`config.mk`:
```
export PLATFORM = sky130hd
export DESIGN_NAME = pwm_top
export DESIGN_NICKNAME = d
export VERILOG_FILES = /design/src/rtl/pwm_top.sv
export SDC_FILE = /design/constraint.sdc
export NUM_CORES = 1
export LEC_CHECK = 0
export CAP_MARGIN = 25
export CORE_AREA = 2 2 80 82
export DETAILED_ROUTE_END_ITERATION = 10
export DIE_AREA = 0 0 82 84
export PLACE_DENSITY_LB_ADDON = 0.08
export SLEW_MARGIN = 25
export SYNTH_ARGS = -nofsm -noshare
export SYNTH_HDL_FRONTEND = slang
export SYNTH_SLANG_ARGS = --single-unit
```
`constraint.sdc`:
```
create_clock -name clk -period 2.8 [get_ports clk]
set_input_delay 0.28 -clock clk [delete_from_list [all_inputs] [get_ports clk]]
set_output_delay 0.28 -clock clk [all_outputs]
set_load 0.005 [all_outputs]
```
`src/rtl/pwm_top.sv`:
```
// pwm_top: 8-bit PWM generator in the standard tile wrapper.
// The duty value, prescale exponent, polarity and alignment mode are copied
// into shadow registers only at a period boundary, or on every clock while
// the block is disabled. Because of this the output cannot glitch when the
// inputs change in the middle of a period.
// The direction register is visible on uo_out[3], so the counter state can
// be observed from outside the block.
module pwm_top (
    input  logic       clk,
    input  logic       rst_n,
    input  logic       ena,
    input  logic [7:0] ui_in,
    input  logic [7:0] uio_in,
    output logic [7:0] uio_out,
    output logic [7:0] uio_oe,
    output logic [7:0] uo_out
);

    typedef enum logic {
        DIR_UP   = 1'b0,
        DIR_DOWN = 1'b1
    } dir_t;

    // Live state
    logic [7:0]  cnt,     cnt_nx;
    dir_t        dir,     dir_nx;
    logic [14:0] pcnt,    pcnt_nx;

    // Shadowed configuration
    logic [7:0]  duty_sh, duty_nx;
    logic [3:0]  n_sh,    n_nx;
    logic        inv_sh,  inv_nx;
    logic        mode_sh, mode_nx;

    logic        enable;
    logic [14:0] pmax;
    logic        tick;
    logic        boundary;
    logic        raw;
    logic        pwm;
    logic        strobe;

    // The tile-select input and reserved bit 5 have no function here.
    logic        unused_inputs;
    assign unused_inputs = &{1'b0, ena, uio_in[5]};

    assign enable = uio_in[7];

    // 2^n_sh - 1, built as a right shift of all ones so n_sh = 15 needs no extra width.
    assign pmax = {15{1'b1}} >> (4'd15 - n_sh);
    assign tick = (pcnt == pmax);

    // The last tick of a period: cnt = 255 in edge mode, or the bottom of the down leg in center mode.
    assign boundary = tick &&
                      (((mode_sh == 1'b0) && (cnt == 8'd255)) ||
                       ((mode_sh == 1'b1) && (dir == DIR_DOWN) && (cnt == 8'd0)));

    // State registers; async reset clears everything, so dir starts up and duty starts at 0.
    always_ff @(posedge clk or negedge rst_n) begin
        if (!rst_n) begin
            cnt     <= 8'd0;
            dir     <= DIR_UP;
            pcnt    <= 15'd0;
            duty_sh <= 8'd0;
            n_sh    <= 4'd0;
            inv_sh  <= 1'b0;
            mode_sh <= 1'b0;
        end else begin
            cnt     <= cnt_nx;
            dir     <= dir_nx;
            pcnt    <= pcnt_nx;
            duty_sh <= duty_nx;
            n_sh    <= n_nx;
            inv_sh  <= inv_nx;
            mode_sh <= mode_nx;
        end
    end

    // Next state for the counters, the direction and the shadow configuration.
    always_comb begin
        cnt_nx  = cnt;
        dir_nx  = dir;
        pcnt_nx = pcnt;
        duty_nx = duty_sh;
        n_nx    = n_sh;
        inv_nx  = inv_sh;
        mode_nx = mode_sh;

        if (!enable) begin
            // While disabled the counters are parked at the start of a period
            // and the shadows follow the inputs, so re-enabling starts a clean period.
            cnt_nx  = 8'd0;
            dir_nx  = DIR_UP;
            pcnt_nx = 15'd0;
            duty_nx = ui_in;
            n_nx    = uio_in[3:0];
            inv_nx  = uio_in[4];
            mode_nx = uio_in[6];
        end else if (tick) begin
            pcnt_nx = 15'd0;
            if (boundary) begin
                cnt_nx  = 8'd0;
                dir_nx  = DIR_UP;
                duty_nx = ui_in;
                n_nx    = uio_in[3:0];
                inv_nx  = uio_in[4];
                mode_nx = uio_in[6];
            end else if (mode_sh == 1'b0) begin
                cnt_nx = cnt + 8'd1;
            end else if (dir == DIR_UP) begin
                // Center mode holds at 255 for one tick while turning round, which gives 512 ticks per period.
                if (cnt == 8'd255) begin
                    dir_nx = DIR_DOWN;
                end else begin
                    cnt_nx = cnt + 8'd1;
                end
            end else begin
                cnt_nx = cnt - 8'd1;
            end
        end else begin
            pcnt_nx = pcnt + 15'd1;
        end
    end

    // Output decode, combinational from the registers and the live enable.
    always_comb begin
        raw    = enable & (cnt < duty_sh);
        pwm    = raw ^ inv_sh;
        strobe = enable & (cnt == 8'd0) & (dir == DIR_UP) & (pcnt == 15'd0);
        uo_out = {cnt[7:4], (dir == DIR_DOWN), strobe, ~pwm, pwm};
    end

    assign uio_out = 8'h00;
    assign uio_oe  = 8'h00;

endmodule

```
==> impl_summary.md <==
Yosys
The most used flip-flop cell after synthesis is dfrtp_1. The synthesized netlist occupies a cell area of 0.00286 mm^2. The synthesized instance count is 316. The synthesized area per cell is 9.05 um^2.

The synthesized flop and latch total is 38. The number of synthesis warnings is 0. The fraction of the yosys area taken by sequential cells is 33.2%. Sorting the synthesized cells by area gives the leading types as dfrtp_1 (33%), buf_4 (6.0%), ha_1 (5.2%), mux2_4 (5.2%), and3_1 (3.9%). The number of different library cells used by synthesis comes to 59. The share of flip-flops with an asynchronous set or reset is 100%.

The number of enable-type register cells in the synthesized netlist is 0. The area fraction of the dominant cell type after synthesis is 33.2%. The biggest area contributor in the post-synthesis netlist is dfrtp_1.

Die
The floorplan die height is 84 um. Pin placement for this block handled 43 I/O pins. The region available for standard cell placement spans 0.00610 mm^2. The initial utilization of the core area, before any placement, comes to 46.9%. From left edge to right edge, the die measures 82 um.

The standard-cell row count is 29. The area enclosed by the die boundary is 0.00689 mm^2.

Setup path
STA classifies the critical path endpoint as a register. The maximum fanout count along the critical path is 14. At the worst endpoint, the arrival time is 2820 ps. The worst setup path is of the reg -> reg kind. For the worst setup path, the data required time is 2980 ps.

The launching element type of the critical path is a register.

STA
The total negative setup slack is 0 ps. The shortest period the worst path allows is 2650 ps. After layout, the worst path uses 94.5% of the clock period. The remaining max-slew budget at the tightest pin is 41.3%.

The transition time of the tightest slew-check pin is 880 ps. The maximum clock rate is 378 MHz. For the final database, setup skew stands at 13.5 ps. The number of failing setup endpoints in the final timing report is 0. The final hold violation count is 0.

After layout, the worst setup slack is 154 ps. Setup repair after global routing left no endpoint under its margin. The count of final max-slew check failures is 0.

Power
In this run the static leakage power is 1.46 nW. The power density over the cells is 360 mW/mm^2. IR analysis of the VDD net gives a maximum drop of 0.205 mV.

Placement
The setup slack after placement is 139 ps. The number of port buffers is 24. Routability-driven placement finished with a final weighted congestion of 0.918. The final HPWL from detailed placement is 4660 um.

The placement-stage cell area is 0.00315 mm^2.

Clock tree
The clock tree from TritonCTS is yes. In this run the deepest clock path goes through 2 buffers. The clock network latency to the later pin of the worst-skew pair is 290 ps. The H-tree generated during clock tree synthesis spans 2 levels. The root buffer cell chosen for the clock tree is clkbuf_8.

In this run, CTS created clock tree buffers numbering 5. The post-CTS clock slew at the launch and capture registers of the worst setup and hold paths is 80 ps. The total of hold buffers inserted after clock tree synthesis is 0. The TritonCTS sink count is 38.

Hold path
The class of the most critical hold timing path is in -> async.

Cells and area
After routing the design area is 0.00327 mm^2. The fraction of final layout cells with drive strength greater than 1 is 17.6%. 0 antenna diodes ended up in the layout.

The final net count is 372. Leaving out fill and tap cells, the most frequent cells in the layout are dfrtp_1 (36), buf_4 (24), clkdlybuf4s50_1 (22). The most common cell after layout, fill and taps aside is dfrtp_1. From synthesis to final layout, the design area changed by 14.5%.

Routing
The remaining routing DRC violations is 0. The remaining antenna violation count after routing is 0. The overall routed net length is 6460 um.

For this run, the detailed router's first-pass iteration total came to 4. For this block, the initial DRC count from the detailed router was 111. Dividing the detail-routed wire length by the instance count gives 15.4 um. The routed layout has 2342 vias. Dividing the detail-routed via count by the number of cells gives 5.60.

Global route
Entering global routing, the biggest net connects 39 pins. The first global-routing pass estimated 11000 um of wire. The number of global-route vias before repair was 2237. The number of antenna violations at the first check in global routing is 0. The total overflow left after global routing is 0. The global-route usage over all layers is 20.6%.

Flow run
Across the run, the number of max-cap violations was 0.

Run status
The flow ran to the end, and the final reports show no timing, DRC or antenna violations.
-- power breakdown --
group	total (mW)	switching, mW	internal (mW)
sequential	0.601	0.0286	0.572
combinational	0.213	0.0978	0.115
clock	0.366	0.199	0.167
total	1.18	0.325	0.855
-- state kept, by name, summed over array words and instances (netlist names) --
signal   cells
cnt          8
inv_sh       1
pcnt        15
n_sh         4
duty_sh      8
dir          1
mode_sh      1
-- final timing paths --
kind	from	endpoint	slack (ps)	depth (start not counted)
max	n_sh[2]$_DFFE_PN0P_	duty_sh[0]$_DFFE_PN0P_	150	7
min	rst_n	n_sh[2]$_DFFE_PN0P_	100	1
max reg2reg	n_sh[2]$_DFFE_PN0P_	duty_sh[0]$_DFFE_PN0P_	150	7
min reg2reg	duty_sh[4]$_DFFE_PN0P_	duty_sh[4]$_DFFE_PN0P_	520	1
max in group asynchronous	rst_n	cnt[7]$_DFFE_PN0P_	2090	1
min in group clk	duty_sh[4]$_DFFE_PN0P_	duty_sh[4]$_DFFE_PN0P_	520	1
-- critical path, cell delays in order (launching register included) --
cell	delay, ps
dfrtp_1	440
nand2b_1	170
o221a_1	230
o31a_1	230
or4b_1	620
o31ai_4	290
buf_12	200
mux2_2	340
-- timing repair --
item | 4_1_cts | 5_1_grt
resized for setup | 6 | 1
pin swaps | 0 | 2
setup buffers | 0 | 3
endpoints found under the setup margin | 2 | 2
-- per-layer routing --
metal	GRT usage, %	vias up	share of wire [%]
li1	-	1152	-
met1	26.8	1146	45
met2	34.4	37	51
met3	3.68	7	2.6
met4	6.06	0	1.4
met5	0	-	0
-- stage by stage --
| step | cells | util, % | hold slack, ps | power, mW |
|---|---|---|---|---|
| after CTS | 415 | 53.3 | 133 | 1.19 |
| after detailed placement | 408 | 51.7 | 456 | 0.824 |
| after floorplan | 331 | - | -15.6 | 0.756 |
| final | 418 | 53.7 | 105 | 1.18 |
| after global routing | 418 | 53.7 | 173 | 1.25 |
| after global placement | 408 | 51.7 | 451 | 0.820 |
-- cell families (layout without fill, tap and decap cells) --
group | Yosys count | after routing | synth area share, %
flip-flops | 38 | 38 | 33.2
AO/OA/AOI/OAI | 53 | 53 | 14.2
multiplexers | 17 | 17 | 7.87
adder cells (fa/ha/maj) | 12 | 12 | 5.25
XOR/XNOR | 16 | 16 | 4.90
buffers and inverters | 63 | 73 | 11.9
other | 1 | 16 | 0.131
AND/OR/NAND/NOR | 116 | 116 | 22.5
-- final cells by class --
cell class / count / area [um^2]
Sequential cell: 38 / 953
Timing Repair Buffer: 49 / 434
Tap cell: 77 / 96.3
Fill cell: 587 / 2820
Clock inverter: 2 / 10.0
Inverter: 17 / 63.8
Clock buffer: 5 / 68.8
Multi-Input combinational cell: 230 / 1650
-- synthesized netlist by cell type (all sizes together), types with 6 or more instances --
cell / n
nor3: 9
dfrtp: 38
nand3b: 7
a21oi: 10
clkbuf: 17
o31ai: 6
nand2: 21
and3: 18
buf: 29
inv: 17
nor2: 15
xnor2: 11
mux2: 14
ha: 12
nand3: 17
(Power assumes the default switching activity.)
